[config.mk]
export PLATFORM = sky130hd
export DESIGN_NAME = ticket_vend_core_flat
export DESIGN_NICKNAME = d
export VERILOG_FILES = /design/src/rtl/ticket_vend_if.sv /design/src/rtl/ticket_vend_core.sv /design/src/flat_wrapper.sv
export SDC_FILE = /design/constraint.sdc
export NUM_CORES = 1
export LEC_CHECK = 0
export CORE_ASPECT_RATIO = 0.6
export CORE_MARGIN = 2
export CORE_UTILIZATION = 25
export CTS_BUF_LIST = sky130_fd_sc_hd__clkbuf_4
export CTS_CLUSTER_DIAMETER = 60
export DETAILED_ROUTE_END_ITERATION = 6
export MAX_ROUTING_LAYER = met4
export PLACE_DENSITY = 0.47
export SLEW_MARGIN = 20
export SYNTH_ARGS = -nofsm -noshare
export SYNTH_HDL_FRONTEND = slang
export SYNTH_SLANG_ARGS = --single-unit
export TNS_END_PERCENT = 5
[constraint.sdc]
create_clock -name clk -period 4.25 [get_ports clk]
set_clock_uncertainty 0.2 [all_clocks]
set_input_delay 0.85 -clock clk [delete_from_list [all_inputs] [get_ports clk]]
set_output_delay 0.85 -clock clk [all_outputs]
set_load 0.01 [all_outputs]
[src/rtl/ticket_vend_if.sv]
// Ticket vending controller bus: debounced pulse inputs, admin config
// and display/vend/change outputs, grouped for the core and its driver.
interface ticket_vend_if #(
  parameter int SEL_W    = 2,
  parameter int QTY_W    = 3,
  parameter int PRICE_W  = 4,
  parameter int STOCK_W  = 4,
  parameter int CREDIT_W = 6
);
  localparam int CFG_W = (PRICE_W > STOCK_W) ? PRICE_W : STOCK_W;

  logic                        coin5, coin10, coin20;
  logic [SEL_W-1:0]            sel;
  logic [QTY_W-1:0]            qty;
  logic                        buy, cancel, admin_req;
  logic [3:0]                  password;
  logic                        price_we, stock_we;
  logic [CFG_W-1:0]            cfg_data;

  logic [CREDIT_W-1:0]         credit;
  logic [PRICE_W+QTY_W-1:0]    cost;
  logic [PRICE_W-1:0]          price_rd;
  logic [STOCK_W-1:0]          stock_rd;
  logic                        vend_valid;
  logic [SEL_W-1:0]            vend_type;
  logic [QTY_W-1:0]            vend_qty;
  logic                        chg20, chg10, chg5;
  logic                        coin_reject, err;
  logic [1:0]                  err_code;
  logic                        led;

  modport master (
    output coin5, coin10, coin20, sel, qty, buy, cancel, admin_req, password,
           price_we, stock_we, cfg_data,
    input  credit, cost, price_rd, stock_rd, vend_valid, vend_type, vend_qty,
           chg20, chg10, chg5, coin_reject, err, err_code, led
  );

  modport slave (
    input  coin5, coin10, coin20, sel, qty, buy, cancel, admin_req, password,
           price_we, stock_we, cfg_data,
    output credit, cost, price_rd, stock_rd, vend_valid, vend_type, vend_qty,
           chg20, chg10, chg5, coin_reject, err, err_code, led
  );
endinterface

[src/rtl/ticket_vend_core.sv]
// Ticket vending controller: coin credit, multi-quantity vend, greedy
// change return, idle timeout refund and password-gated price/stock edit.
// Money is in 5 Tk units.
module ticket_vend_core #(
  parameter int         NUM_TYPES   = 3,
  parameter int         SEL_W       = 2,
  parameter int         QTY_W       = 3,
  parameter int         PRICE_W     = 4,
  parameter int         STOCK_W     = 4,
  parameter int         CREDIT_W    = 6,
  parameter int         PRICE_INIT  = 2,
  parameter int         STOCK_INIT  = 7,
  parameter logic [3:0] PASSWORD    = 4'b1010,
  parameter int         TIMEOUT_CYC = 1000
) (
  input logic          clk,
  input logic          reset,
  ticket_vend_if.slave bus
);
  localparam int COST_W = PRICE_W + QTY_W;
  localparam int CMP_W  = PRICE_W + QTY_W + CREDIT_W + STOCK_W;
  localparam int TMO_W  = (TIMEOUT_CYC > 1) ? $clog2(TIMEOUT_CYC) : 1;

  typedef enum logic [2:0] {S_IDLE, S_CREDIT, S_VEND, S_REFUND, S_ADMIN} state_t;

  state_t              r_state, w_nxt;
  logic [PRICE_W-1:0]  r_price [NUM_TYPES];
  logic [STOCK_W-1:0]  r_stock [NUM_TYPES];
  logic [CREDIT_W-1:0] r_credit, r_vcost;
  logic [TMO_W-1:0]    r_tmo;
  logic [SEL_W-1:0]    r_vtype;
  logic [QTY_W-1:0]    r_vqty;
  logic                r_rej, r_err;
  logic [1:0]          r_ecode;

  logic                w_sel_ok, w_any, w_ovf, w_qty_bad, w_funds_bad;
  logic [SEL_W-1:0]    w_idx;
  logic [PRICE_W-1:0]  w_price;
  logic [STOCK_W-1:0]  w_stock;
  logic [COST_W-1:0]   w_cost;
  logic [2:0]          w_inc;
  logic [CREDIT_W:0]   w_sum;
  logic [CREDIT_W-1:0] w_chg_amt, w_ref_left, w_vend_left;
  logic                w_add, w_rej, w_err, w_buy_go, w_tmo_clr, w_tmo_inc, w_cfg_wr;
  logic [1:0]          w_ecode;

  // Out-of-range selects read as zero so cost/price/stock stay defined.
  assign w_sel_ok    = (32'(bus.sel) < NUM_TYPES);
  assign w_idx       = w_sel_ok ? bus.sel : '0;
  assign w_price     = w_sel_ok ? r_price[w_idx] : '0;
  assign w_stock     = w_sel_ok ? r_stock[w_idx] : '0;
  assign w_cost      = COST_W'(w_price) * COST_W'(bus.qty);
  // Coin weights 1/2/4 line up with bit positions, so the sum is a concat.
  assign w_inc       = {bus.coin20, bus.coin10, bus.coin5};
  assign w_any       = |w_inc;
  assign w_sum       = (CREDIT_W+1)'(r_credit) + (CREDIT_W+1)'(w_inc);
  assign w_ovf       = w_sum[CREDIT_W];
  assign w_qty_bad   = (bus.qty == '0) || (CMP_W'(bus.qty) > CMP_W'(w_stock));
  assign w_funds_bad = CMP_W'(w_cost) > CMP_W'(r_credit);
  assign w_vend_left = r_credit - r_vcost;
  assign w_ref_left  = r_credit - w_chg_amt;

  // Largest change coin that fits in the remaining credit.
  always_comb begin
    w_chg_amt = '0;
    if (r_credit >= CREDIT_W'(4))      w_chg_amt = CREDIT_W'(4);
    else if (r_credit >= CREDIT_W'(2)) w_chg_amt = CREDIT_W'(2);
    else if (r_credit != '0)           w_chg_amt = CREDIT_W'(1);
  end

  // State register.
  always_ff @(posedge clk or negedge reset) begin
    if (!reset) r_state <= S_IDLE;
    else        r_state <= w_nxt;
  end

  // Next state and datapath strobes; CREDIT priority is cancel > buy > coin.
  always_comb begin
    w_nxt     = r_state;
    w_add     = 1'b0;
    w_rej     = 1'b0;
    w_err     = 1'b0;
    w_ecode   = r_ecode;
    w_buy_go  = 1'b0;
    w_tmo_clr = 1'b0;
    w_tmo_inc = 1'b0;
    w_cfg_wr  = 1'b0;
    case (r_state)
      S_IDLE: begin
        if (bus.admin_req && bus.password == PASSWORD) begin
          w_nxt = S_ADMIN;
          w_rej = w_any;
        end else begin
          if (bus.admin_req) begin
            w_err   = 1'b1;
            w_ecode = 2'd3;
          end
          if (w_any && w_ovf) w_rej = 1'b1;
          else if (w_any) begin
            w_add     = 1'b1;
            w_tmo_clr = 1'b1;
            w_nxt     = S_CREDIT;
          end
        end
      end
      S_CREDIT: begin
        if (bus.cancel) begin
          w_rej = w_any;
          w_nxt = S_REFUND;
        end else if (bus.buy) begin
          w_rej     = w_any;
          w_tmo_clr = 1'b1;
          if (!w_sel_ok)        begin w_err = 1'b1; w_ecode = 2'd0; end
          else if (w_qty_bad)   begin w_err = 1'b1; w_ecode = 2'd1; end
          else if (w_funds_bad) begin w_err = 1'b1; w_ecode = 2'd2; end
          else begin
            w_buy_go = 1'b1;
            w_nxt    = S_VEND;
          end
        end else if (w_any && !w_ovf) begin
          w_add     = 1'b1;
          w_tmo_clr = 1'b1;
        end else begin
          w_rej = w_any;
          if (r_tmo == TMO_W'(TIMEOUT_CYC-1)) w_nxt = S_REFUND;
          else                                w_tmo_inc = 1'b1;
        end
      end
      S_VEND: begin
        w_rej = w_any;
        w_nxt = (w_vend_left != '0) ? S_REFUND : S_IDLE;
      end
      S_REFUND: begin
        w_rej = w_any;
        if (w_ref_left == '0) w_nxt = S_IDLE;
      end
      S_ADMIN: begin
        w_rej    = w_any;
        w_cfg_wr = w_sel_ok;
        if ((bus.price_we || bus.stock_we) && !w_sel_ok) begin
          w_err   = 1'b1;
          w_ecode = 2'd0;
        end
        if (bus.admin_req) w_nxt = S_IDLE;
      end
      default: w_nxt = S_IDLE;
    endcase
  end

  // Credit, price/stock tables, vend capture and registered status pulses.
  always_ff @(posedge clk or negedge reset) begin
    if (!reset) begin
      r_credit <= '0;
      r_vcost  <= '0;
      r_vtype  <= '0;
      r_vqty   <= '0;
      r_rej    <= 1'b0;
      r_err    <= 1'b0;
      r_ecode  <= 2'd0;
      for (int i = 0; i < NUM_TYPES; i++) begin
        r_price[i] <= PRICE_W'(PRICE_INIT);
        r_stock[i] <= STOCK_W'(STOCK_INIT);
      end
    end else begin
      r_rej   <= w_rej;
      r_err   <= w_err;
      r_ecode <= w_ecode;
      if (w_add)                  r_credit <= w_sum[CREDIT_W-1:0];
      else if (r_state == S_VEND) r_credit <= w_vend_left;
      else if (r_state == S_REFUND) r_credit <= w_ref_left;
      if (w_buy_go) begin
        r_vtype <= bus.sel;
        r_vqty  <= bus.qty;
        r_vcost <= CREDIT_W'(w_cost);
      end
      if (r_state == S_VEND) r_stock[r_vtype] <= r_stock[r_vtype] - STOCK_W'(r_vqty);
      if (w_cfg_wr && bus.price_we) r_price[w_idx] <= bus.cfg_data[PRICE_W-1:0];
      if (w_cfg_wr && bus.stock_we) r_stock[w_idx] <= bus.cfg_data[STOCK_W-1:0];
    end
  end

  // Idle counter only runs while holding credit.
  always_ff @(posedge clk or negedge reset) begin
    if (!reset)                               r_tmo <= '0;
    else if (r_state != S_CREDIT || w_tmo_clr) r_tmo <= '0;
    else if (w_tmo_inc)                       r_tmo <= r_tmo + TMO_W'(1);
  end

  assign bus.credit      = r_credit;
  assign bus.cost        = w_cost;
  assign bus.price_rd    = w_price;
  assign bus.stock_rd    = w_stock;
  assign bus.vend_valid  = (r_state == S_VEND);
  assign bus.vend_type   = r_vtype;
  assign bus.vend_qty    = r_vqty;
  assign bus.chg20       = (r_state == S_REFUND) && (w_chg_amt == CREDIT_W'(4));
  assign bus.chg10       = (r_state == S_REFUND) && (w_chg_amt == CREDIT_W'(2));
  assign bus.chg5        = (r_state == S_REFUND) && (w_chg_amt == CREDIT_W'(1));
  assign bus.coin_reject = r_rej;
  assign bus.err         = r_err;
  assign bus.err_code    = r_ecode;
  assign bus.led         = (r_state == S_ADMIN);
endmodule

[src/flat_wrapper.sv]
// flat-port wrapper written by rule: the top's interface ports become plain ports
module ticket_vend_core_flat 
#(
  parameter int         NUM_TYPES   = 3,
  parameter int         SEL_W       = 2,
  parameter int         QTY_W       = 3,
  parameter int         PRICE_W     = 4,
  parameter int         STOCK_W     = 4,
  parameter int         CREDIT_W    = 6,
  parameter int         PRICE_INIT  = 2,
  parameter int         STOCK_INIT  = 7,
  parameter logic [3:0] PASSWORD    = 4'b1010,
  parameter int         TIMEOUT_CYC = 1000
)
  (clk, reset, bus_coin5, bus_coin10, bus_coin20, bus_sel, bus_qty, bus_buy, bus_cancel, bus_admin_req, bus_password, bus_price_we, bus_stock_we, bus_cfg_data, bus_credit, bus_cost, bus_price_rd, bus_stock_rd, bus_vend_valid, bus_vend_type, bus_vend_qty, bus_chg20, bus_chg10, bus_chg5, bus_coin_reject, bus_err, bus_err_code, bus_led);
  ticket_vend_if #(.SEL_W(SEL_W), .QTY_W(QTY_W), .PRICE_W(PRICE_W), .STOCK_W(STOCK_W), .CREDIT_W(CREDIT_W)) bus_i ();
  input logic clk;
  input logic reset;
  input wire logic [$bits(bus_i.coin5)-1:0] bus_coin5;
  input wire logic [$bits(bus_i.coin10)-1:0] bus_coin10;
  input wire logic [$bits(bus_i.coin20)-1:0] bus_coin20;
  input wire logic [$bits(bus_i.sel)-1:0] bus_sel;
  input wire logic [$bits(bus_i.qty)-1:0] bus_qty;
  input wire logic [$bits(bus_i.buy)-1:0] bus_buy;
  input wire logic [$bits(bus_i.cancel)-1:0] bus_cancel;
  input wire logic [$bits(bus_i.admin_req)-1:0] bus_admin_req;
  input wire logic [$bits(bus_i.password)-1:0] bus_password;
  input wire logic [$bits(bus_i.price_we)-1:0] bus_price_we;
  input wire logic [$bits(bus_i.stock_we)-1:0] bus_stock_we;
  input wire logic [$bits(bus_i.cfg_data)-1:0] bus_cfg_data;
  output wire logic [$bits(bus_i.credit)-1:0] bus_credit;
  output wire logic [$bits(bus_i.cost)-1:0] bus_cost;
  output wire logic [$bits(bus_i.price_rd)-1:0] bus_price_rd;
  output wire logic [$bits(bus_i.stock_rd)-1:0] bus_stock_rd;
  output wire logic [$bits(bus_i.vend_valid)-1:0] bus_vend_valid;
  output wire logic [$bits(bus_i.vend_type)-1:0] bus_vend_type;
  output wire logic [$bits(bus_i.vend_qty)-1:0] bus_vend_qty;
  output wire logic [$bits(bus_i.chg20)-1:0] bus_chg20;
  output wire logic [$bits(bus_i.chg10)-1:0] bus_chg10;
  output wire logic [$bits(bus_i.chg5)-1:0] bus_chg5;
  output wire logic [$bits(bus_i.coin_reject)-1:0] bus_coin_reject;
  output wire logic [$bits(bus_i.err)-1:0] bus_err;
  output wire logic [$bits(bus_i.err_code)-1:0] bus_err_code;
  output wire logic [$bits(bus_i.led)-1:0] bus_led;
  assign bus_i.coin5 = bus_coin5;
  assign bus_i.coin10 = bus_coin10;
  assign bus_i.coin20 = bus_coin20;
  assign bus_i.sel = bus_sel;
  assign bus_i.qty = bus_qty;
  assign bus_i.buy = bus_buy;
  assign bus_i.cancel = bus_cancel;
  assign bus_i.admin_req = bus_admin_req;
  assign bus_i.password = bus_password;
  assign bus_i.price_we = bus_price_we;
  assign bus_i.stock_we = bus_stock_we;
  assign bus_i.cfg_data = bus_cfg_data;
  assign bus_credit = bus_i.credit;
  assign bus_cost = bus_i.cost;
  assign bus_price_rd = bus_i.price_rd;
  assign bus_stock_rd = bus_i.stock_rd;
  assign bus_vend_valid = bus_i.vend_valid;
  assign bus_vend_type = bus_i.vend_type;
  assign bus_vend_qty = bus_i.vend_qty;
  assign bus_chg20 = bus_i.chg20;
  assign bus_chg10 = bus_i.chg10;
  assign bus_chg5 = bus_i.chg5;
  assign bus_coin_reject = bus_i.coin_reject;
  assign bus_err = bus_i.err;
  assign bus_err_code = bus_i.err_code;
  assign bus_led = bus_i.led;
  ticket_vend_core #(.NUM_TYPES(NUM_TYPES), .SEL_W(SEL_W), .QTY_W(QTY_W), .PRICE_W(PRICE_W), .STOCK_W(STOCK_W), .CREDIT_W(CREDIT_W), .PRICE_INIT(PRICE_INIT), .STOCK_INIT(STOCK_INIT), .PASSWORD(PASSWORD), .TIMEOUT_CYC(TIMEOUT_CYC)) u_core (.clk(clk), .reset(reset), .bus(bus_i));
endmodule
==> summary.md, run 1 <==
| Metric | Value |
|---|---|
| Outcome | `finished with violations` |
| Failing checks | `negative setup slack` |
| Post-synthesis async set-or-reset flop share | `1.00` |
| Detailed Place HPWL | `10.6 mm` |
| DR WL met3 | `807 um` |
| CP Launch Type | `primary input` |
| Clk sinks | `58` |
| R2r setup slk | `0.04 ns` |
| Vias | `3783` |
| Worst Max-Slew Pin Slew | `0.785 ns` |
| Met1 wire length | `7.37 mm` |
| Setup CP Type | `primary input to flip-flop` |
| Post-Syn Area | `4510 um2` |
| Main synth FF type | `dfrtp_1` |
| Die width | `177 um` |
| Final hold slack | `0.269 ns` |
| Max-cap violation count | `0` |
| Reg2reg path depth | `19` |
| Final setup vio count | `18` |
| Max Freq | `224 MHz` |
| Cts hold-fix bufs | `0` |
| Yosys Warn Count | `0` |
| Initial antenna violation count | `2` |
| Element type at the critical path end | `flip-flop` |
| Share of cells above drive strength 1 | `0.278` |
| Num CTS Buffers | `9` |
| DIE AREA | `19200 um2` |
| First-pass GRT wire length | `21.2 mm` |
| Critical path fanouts, max | `8` |
| CTS clock-pin slew for the worst setup and hold paths | `0.12 ns` |
| Final period util | `1.05` |
| Critical path data arrival time | `4.58 ns` |
| Worst setup margin | `-0.213 ns` |
| Post-route core utilization | `0.343` |
| Gr usage total | `0.150` |
| Largest net degree at the start of global routing | `31` |
| Placeable Area | `17400 um2` |
| RSZ-0062 raised after global routing | `yes` |
| Relative slew slack | `0.472` |
| CTS H-tree depth | `3` |
| Detailed Routing Iterations Pass 1 | `4` |
| Synthesized Nets | `535` |
| Worst stage delay on the critical path | `0.43 ns` |
| Row count | `37` |
| Routability cong. | `0.856` |
| Nets | `636` |
| Total power draw | `3.40 mW` |
| Post-synthesis sequential area ratio | `0.325` |
| EDFF count, synth | `0` |
| Clock latency on the worst-skew pair | `0.43 ns` |
| Power per cell area | `568 nW/um2` |
| I/O Buffers | `57` |
| Gr ovfl total | `0` |
| CTS Root Buffer Type | `clkbuf_4` |
| Drt initial violations | `226` |
| Routed WL | `13.4 mm` |
| Slew Limit Fails | `0` |
| Average footprint of a synthesized cell | `9.60 um2` |
| Max Used Layer | `met4` |
| Wire per inst | `16.5 um` |
| R2r startpoint | `u_core.r_price[5]` |
| Drt drc | `0` |
| Routed wl met2 | `5.08 mm` |
| Crit path max-delay cell type | `fa_1` |
| Req. time, crit path | `4.36 ns` |
| Die Ht | `108 um` |
| Netlist cell types | `65` |
| Worst-case vdd ir drop | `160 uV` |
| Final instance area | `5970 um2` |
| Pre-CTS WS | `-1.34 ns` |
| Synth Instances | `470` |
| Synthesized flop and latch total | `58` |
| # IOs | `58` |
| Leak | `2.64 nW` |
| RR Endpoint | `u_core.r_vcost[4]` |
| Initial Util | `0.259` |
| CTS tree | `yes` |
| Dpl cell area | `5710 um2` |
| Layout area overhead | `32.5%` |
| Detail Route Antenna Nets | `0` |
| Min Tclk post-route | `4.46 ns` |
| Fin. Hold Viols | `0` |
| Worst path cell trace | `buf_12, inv_12, ha_4, buf_6, mux2i_1, nor2_1, a21oi_2, nor2_2, nand2_1, fa_1, inv_2, ha_4, a21o_1, a21oi_2, xnor2_2, ha_4, a21oi_2, nand2_1, o22ai_2, and4b_4, nor2b_4, buf_12, mux2_4` |
| Vias in the first global route | `3802` |
| Max clock buf depth | `2` |
| Worst Hold Class | `primary input to async pin` |
| Vias per cell | `4.66` |
## cells in the final DEF (no fill, tap or decap), types with 4 or more instances in the layout
cell type	count
xnor2_1	13
dfstp_2	12
buf_4	44
nor2_1	45
ha_4	5
mux2i_1	22
clkbuf_4	9
inv_1	27
fa_1	5
nand3_1	6
nand2b_1	9
clkdlybuf4s50_1	49
a21oi_1	25
xor2_1	7
o21ai_0	12
a21oi_2	6
buf_6	6
nand4_1	4
nor2b_1	7
dfrtp_1	46
nor3_1	15
mux2_4	13
nand2_1	38
ha_1	30
a21o_1	6
mux2_2	20
and2_1	6
## area by class of cell
type,instances,area [um2]
diodes,1,2.50
clock buffers,9,67.6
clock inverters,7,70.1
fillers,1811,11400
inverters,30,128
multi-input cells,368,3000
flip-flops and latches,58,1470
well taps,234,293
repair buffers,104,948
## cells in the mapped netlist, types with 2 or more instances
cell / number / area (um2)
inv_1: 30 / 113
nand3b_1: 2 / 15.0
buf_2: 4 / 20.0
dfstp_2: 12 / 315
mux2i_1: 22 / 220
nor2b_1: 7 / 43.8
nor3_1: 15 / 75.1
nor2_1: 49 / 184
nor3b_1: 3 / 22.5
o21ai_1: 2 / 10.0
nand2_1: 38 / 143
xor2_1: 8 / 70.1
ha_1: 35 / 438
mux2_4: 11 / 165
o211a_1: 2 / 20.0
o21ai_0: 13 / 65.1
nor4_1: 3 / 18.8
o21bai_1: 2 / 15.0
o221ai_1: 2 / 17.5
dfrtp_1: 46 / 1150
nand3_1: 7 / 35.0
o31ai_1: 2 / 15.0
o21a_1: 3 / 22.5
xnor2_1: 14 / 123
nand2b_1: 9 / 56.3
a211oi_1: 3 / 22.5
and2_1: 8 / 50.1
nand4_1: 4 / 25.0
buf_6: 4 / 45.0
a21oi_1: 32 / 160
o211ai_2: 2 / 25.0
mux2_2: 22 / 248
nor2b_4: 2 / 27.5
o211ai_1: 3 / 22.5
o22ai_1: 4 / 25.0
clkbuf_1: 5 / 18.8
fa_1: 7 / 140
a21o_1: 6 / 45.0
## critical path: cells and delay by family
kind / cells / cell delay (ns)
simple gates: 6 / 0.77
compound gates: 5 / 0.73
xor+xnor: 1 / 0.17
fa+ha+maj: 4 / 1.06
mux: 2 / 0.46
buf+inv: 5 / 0.53
## registers in the layout, summed over array words and instances, names as in the netlist, 3 cells and up
| signal | flops |
|---|---|
| u_core.r_stock | 12 |
| u_core.r_price | 12 |
| u_core.bus.credit | 6 |
| u_core.r_tmo | 10 |
| u_core.r_state | 3 |
| u_core.r_vcost | 6 |
| u_core.bus.vend_qty | 3 |
## per-stage QoR
stage	TNS, ns	cells
after floorplan	-7.23	470
after global placement	-24.50	788
after detailed placement	-26.00	788
after CTS	-4.90	810
after global routing	-5.72	811
final	-3.10	811
## worst max-delay path by stage
stage                     from                     end  slack [ns]  depth (start not counted)
floorplan           bus_sel[1]  u_core.bus.vend_qty[0]       -0.55                         20
global placement    bus_sel[1]  u_core.bus.vend_qty[2]       -1.25                         21
detailed placement  bus_sel[0]       u_core.r_vcost[4]       -1.34                         19
CTS                 bus_sel[1]             bus_cost[6]       -0.33                         15
global route        bus_sel[1]       u_core.r_vcost[4]       -0.37                         23
finish              bus_sel[1]       u_core.r_vcost[4]       -0.21                         23
## routing by layer
metal  GRT usage  vias up
li1            -     1865
met1       0.230     1826
met2       0.189       79
met3      0.0408       13
met4      0.0304        0
met5           -        -
## cell families (layout without fill, tap and decap cells)
| family | Yosys count | count (layout) | synth area share |
|---|---|---|---|
| buffers and inverters | 44 | 150 | 0.0480 |
| xor gates and xnor gates | 22 | 22 | 0.0427 |
| AOI/OAI and AO/OA | 89 | 89 | 0.131 |
| DFF | 58 | 58 | 0.325 |
| other | 0 | 1 | 0 |
| adders and majority gates | 42 | 42 | 0.128 |
| muxes | 55 | 55 | 0.140 |
| and+or+nand+nor | 160 | 160 | 0.184 |
## where the power goes
group,internal [mW],total [mW],switching [mW]
registers,0.738,0.974,0.236
logic,0.997,2.00,1.01
clock network,0.177,0.419,0.242
## repair_timing
action                                 in CTS  in global routing
gates cloned                                0                  0
setup endpoints to repair                  22                 22
pin swaps                                  20                 15
resized for setup                          44                  8
setup buffers                               6                  1
endpoints found under the hold margin       0                  0
Power figures use the tool's default switching activity.
==> inputs of run 2 (changes only) <==
--- a/config.mk
+++ b/config.mk
@@ -7,14 +7,14 @@
 export LEC_CHECK = 0
 export CORE_ASPECT_RATIO = 0.6
 export CORE_MARGIN = 2
-export CORE_UTILIZATION = 25
+export CORE_UTILIZATION = 52
 export CTS_BUF_LIST = sky130_fd_sc_hd__clkbuf_4
 export CTS_CLUSTER_DIAMETER = 60
 export DETAILED_ROUTE_END_ITERATION = 6
+export GPL_ROUTABILITY_DRIVEN = 0
 export MAX_ROUTING_LAYER = met4
-export PLACE_DENSITY = 0.47
+export PLACE_DENSITY = 0.82
 export SLEW_MARGIN = 20
 export SYNTH_ARGS = -nofsm -noshare
 export SYNTH_HDL_FRONTEND = slang
 export SYNTH_SLANG_ARGS = --single-unit
-export TNS_END_PERCENT = 5
==> run 2 against run 1 <==
The run still ends with negative setup slack left. Wire length decreased by 2.5%. Total power fell by 1.5%. Setup slack got worse by 0.39 ns. Core utilization increased by 35 points. Clock power shrank 14%. Global-route usage is 13 points higher. Sequential share of layout area increased by 0.54 points. Register-to-register slack worse by 0.34 ns. Via count grew 8.1%. Largest power group unchanged.
==> summary.md, run 2 (synthesis gave the netlist of run 1 again) <==
| Metric | Value |
|---|---|
| Gr usage total | `0.277 (was 0.150)` |
| R2r startpoint | `u_core.r_price[9] (was u_core.r_price[5])` |
| Detail Route Antenna Nets | `0 (unchanged)` |
| Initial Util | `0.533 (was 0.259)` |
| Setup crit end | `u_core.r_vcost[2] (was u_core.r_vcost[4])` |
| Detailed Place HPWL | `9.45 mm (was 10.6 mm)` |
| Final setup vio count | `20 (was 18)` |
| Leak | `2.65 nW (was 2.64 nW)` |
| Die Ht | `76.1 um (was 108 um)` |
| Gr ovfl total | `0 (unchanged)` |
| CP startpoint | `bus_sel[1] (unchanged)` |
| Slew Limit Fails | `0 (unchanged)` |
| # IOs | `58 (unchanged)` |
| Final instance area | `5850 um2 (was 5970 um2)` |
| Pint | `1.87 mW (was 1.91 mW)` |
| Routed wl met2 | `5.66 mm (was 5.08 mm)` |
| Relative slew slack | `0.407 (was 0.472)` |
| Drt initial violations | `365 (was 226)` |
| Crit path max-delay cell type | `fa_1 (unchanged)` |
| Worst stage delay on the critical path | `0.61 ns (was 0.43 ns)` |
| Wire per inst | `18.9 um (was 16.5 um)` |
| Worst path cell trace | `buf_8, inv_12, ha_4, buf_6, nor2b_4, a21oi_4, nor2_4, nand2_2, fa_1, inv_2, buf_6, fa_2, xor2_2, buf_4, ha_4, nand3_4, o22ai_2, and4b_4, nor2b_4, clkbuf_16, mux2_4 (was buf_12, inv_12, ha_4, buf_6, mux2i_1, nor2_1, a21oi_2, nor2_2, nand2_1, fa_1, inv_2, ha_4, a21o_1, a21oi_2, xnor2_2, ha_4, a21oi_2, nand2_1, o22ai_2, and4b_4, nor2b_4, buf_12, mux2_4)` |
| DIE AREA | `9460 um2 (was 19200 um2)` |
| Nets | `637 (was 636)` |
| Layout area overhead | `29.6% (was 32.5%)` |
| Power per cell area | `572 nW/um2 (was 568 nW/um2)` |
| Initial antenna violation count | `0 (was 2)` |
| Vias in the first global route | `3927 (was 3802)` |
| Clk sinks | `58 (unchanged)` |
| RSZ-0062 raised after global routing | `yes (unchanged)` |
| CTS tree | `yes (unchanged)` |
| Share of cells above drive strength 1 | `0.284 (was 0.278)` |
| DR WL met3 | `1.38 mm (was 807 um)` |
| Crit. path cell count | `21 (was 23)` |
| Fill count | `619 (was 1811)` |
| Clock power frac | `0.107 (was 0.123)` |
| Min Tclk post-route | `4.85 ns (was 4.46 ns)` |
| CTS Root Buffer Type | `clkbuf_4 (unchanged)` |
| Met1 wire length | `5.79 mm (was 7.37 mm)` |
| Post-route core utilization | `0.691 (was 0.343)` |
| Psw | `1.48 mW (was 1.49 mW)` |
| CP Launch Type | `primary input (unchanged)` |
| Num CTS Buffers | `9 (unchanged)` |
| Fin. Hold Viols | `0 (unchanged)` |
| Req. time, crit path | `4.37 ns (was 4.36 ns)` |
| Vias per cell | `5.94 (was 4.66)` |
| Reg2reg path depth | `18 (was 19)` |
| Max Freq | `206 MHz (was 224 MHz)` |
| CTS clock-pin slew for the worst setup and hold paths | `0.10 ns (was 0.12 ns)` |
| Switching Fraction | `0.441 (was 0.437)` |
| Drt drc | `0 (unchanged)` |
| Setup CP Type | `primary input to flip-flop (unchanged)` |
| Detailed Routing Iterations Pass 1 | `5 (was 4)` |
| Outcome | `finished with violations (unchanged)` |
| First-pass GRT wire length | `20.1 mm (was 21.2 mm)` |
| Worst-case vdd ir drop | `334 uV (was 160 uV)` |
| Most frequent cells in the layout | `clkdlybuf4s50_1, dfrtp_1, nor2_1 (unchanged)` |
| Worst Hold Class | `primary input to async pin (unchanged)` |
| Clock latency on the worst-skew pair | `0.43 ns (about the same)` |
| Largest net degree at the start of global routing | `42 (was 31)` |
| RR Endpoint | `u_core.r_vcost[2] (was u_core.r_vcost[4])` |
| Worst setup margin | `-0.599 ns (was -0.213 ns)` |
| Dpl cell area | `5510 um2 (was 5710 um2)` |
| Max-cap violation count | `0 (unchanged)` |
| Most common cell after layout, fill and taps aside | `clkdlybuf4s50_1 (unchanged)` |
| CTS H-tree depth | `3 (unchanged)` |
| Max clock buf depth | `2 (unchanged)` |
| Placeable Area | `8460 um2 (was 17400 um2)` |
| Comb power frac | `0.593 (was 0.590)` |
| Multi-input logic area | `3010 um2 (was 3000 um2)` |
| Row count | `26 (was 37)` |
| Finished Layout Cells | `689 (was 811)` |
| R2r setup slk | `-0.30 ns (was 0.04 ns)` |
| Failing checks | `negative setup slack (unchanged)` |
| Dpl cells | `661 (was 788)` |
| I/O Buffers | `57 (unchanged)` |
| Critical path fanouts, max | `5 (was 8)` |
| Vias | `4091 (was 3783)` |
| Die width | `124 um (was 177 um)` |
| Routed WL | `13.0 mm (was 13.4 mm)` |
| Final period util | `1.14 (was 1.05)` |
| Element type at the critical path end | `flip-flop (unchanged)` |
| Sequential share of power | `0.300 (was 0.287)` |
| CP delay by family, top | `adder cells (unchanged)` |
| Worst path buffer plus inverter count | `7 (was 5)` |
| Top Registers | `u_core.r_price: 12 flops, u_core.r_stock: 12 flops, u_core.r_tmo: 10 flops (unchanged)` |
| Ant. Diodes | `0 (was 1)` |
| Reg area | `1470 um2 (unchanged)` |
| Final hold slack | `0.209 ns (was 0.269 ns)` |
| Worst Max-Slew Pin Slew | `0.882 ns (was 0.785 ns)` |
| Critical path data arrival time | `4.97 ns (was 4.58 ns)` |
| Max Used Layer | `met4 (unchanged)` |
[run 2: worst register-to-register path, cell delays in order (launching register included)]
cell	delay, ns
dfstp_2	0.56
mux2i_1	0.07
nor2_1	0.20
a21oi_4	0.07
nor2_4	0.16
nand2_2	0.09
fa_1	0.61
inv_2	0.08
buf_6	0.12
fa_2	0.42
xor2_2	0.20
buf_4	0.15
ha_4	0.27
nand3_4	0.08
o22ai_2	0.19
and4b_4	0.25
nor2b_4	0.25
clkbuf_16	0.20
mux2_4	0.29
[run 2: per-stage QoR]
step | setup TNS (ns) | setup slack [ns] | power [mW]
2_1_floorplan | -7.23 | -0.552 | 2.25
3_3_place_gp | -21.57 | -1.10 | 2.78
3_5_place_dp | -24.56 | -1.27 | 2.86
4_1_cts | -6.00 | -0.380 | 3.26
5_1_grt | -11.51 | -0.675 | 3.58
6_report | -10.08 | -0.599 | 3.35
[run 2: routing by layer]
layer / global-route usage / up-vias
met2: 0.386 / 220
met4: 0.0809 / 0
met3: 0.0906 / 24
met1: 0.384 / 1976
met5: - / -
li1: - / 1871
[run 2: repair_timing]
action,in CTS,in global routing
setup buffers,10,2
endpoints found under the setup margin,22,22
endpoints found under the hold margin,0,0
pin swaps,22,15
cloned,1,0
hold buffers,0,0
resized for setup,39,15
[run 2: final cells by class]
class,count,share of cell area
clock inverters,3,0.00300
repair buffers,105,0.169
inverters,30,0.0218
well taps,112,0.0240
flip-flops and latches,58,0.251
multi-input cells,368,0.515
clock buffers,13,0.0167
[run 2: worst min path at each step]
| stage | start | end |
|---|---|---|
| finish | reset | u_core.bus.vend_qty[1] |
| floorplan | u_core.r_price[10] | u_core.r_price[10] |
| detailed placement | u_core.r_price[6] | u_core.r_price[6] |
| global route | reset | u_core.r_state[0] |
| global placement | u_core.r_price[6] | u_core.r_price[6] |
| CTS | u_core.r_price[6] | u_core.r_price[6] |
[run 2: power by group through the flow]
stage | combinational [mW] | clock [mW] | sequential [mW]
after detailed placement | 1.86 | 0 | 0.999
after global placement | 1.79 | 0 | 0.988
final | 1.98 | 0.359 | 1.00
after floorplan | 1.35 | 0 | 0.895
after global routing | 2.16 | 0.391 | 1.03
after CTS | 1.91 | 0.367 | 0.989
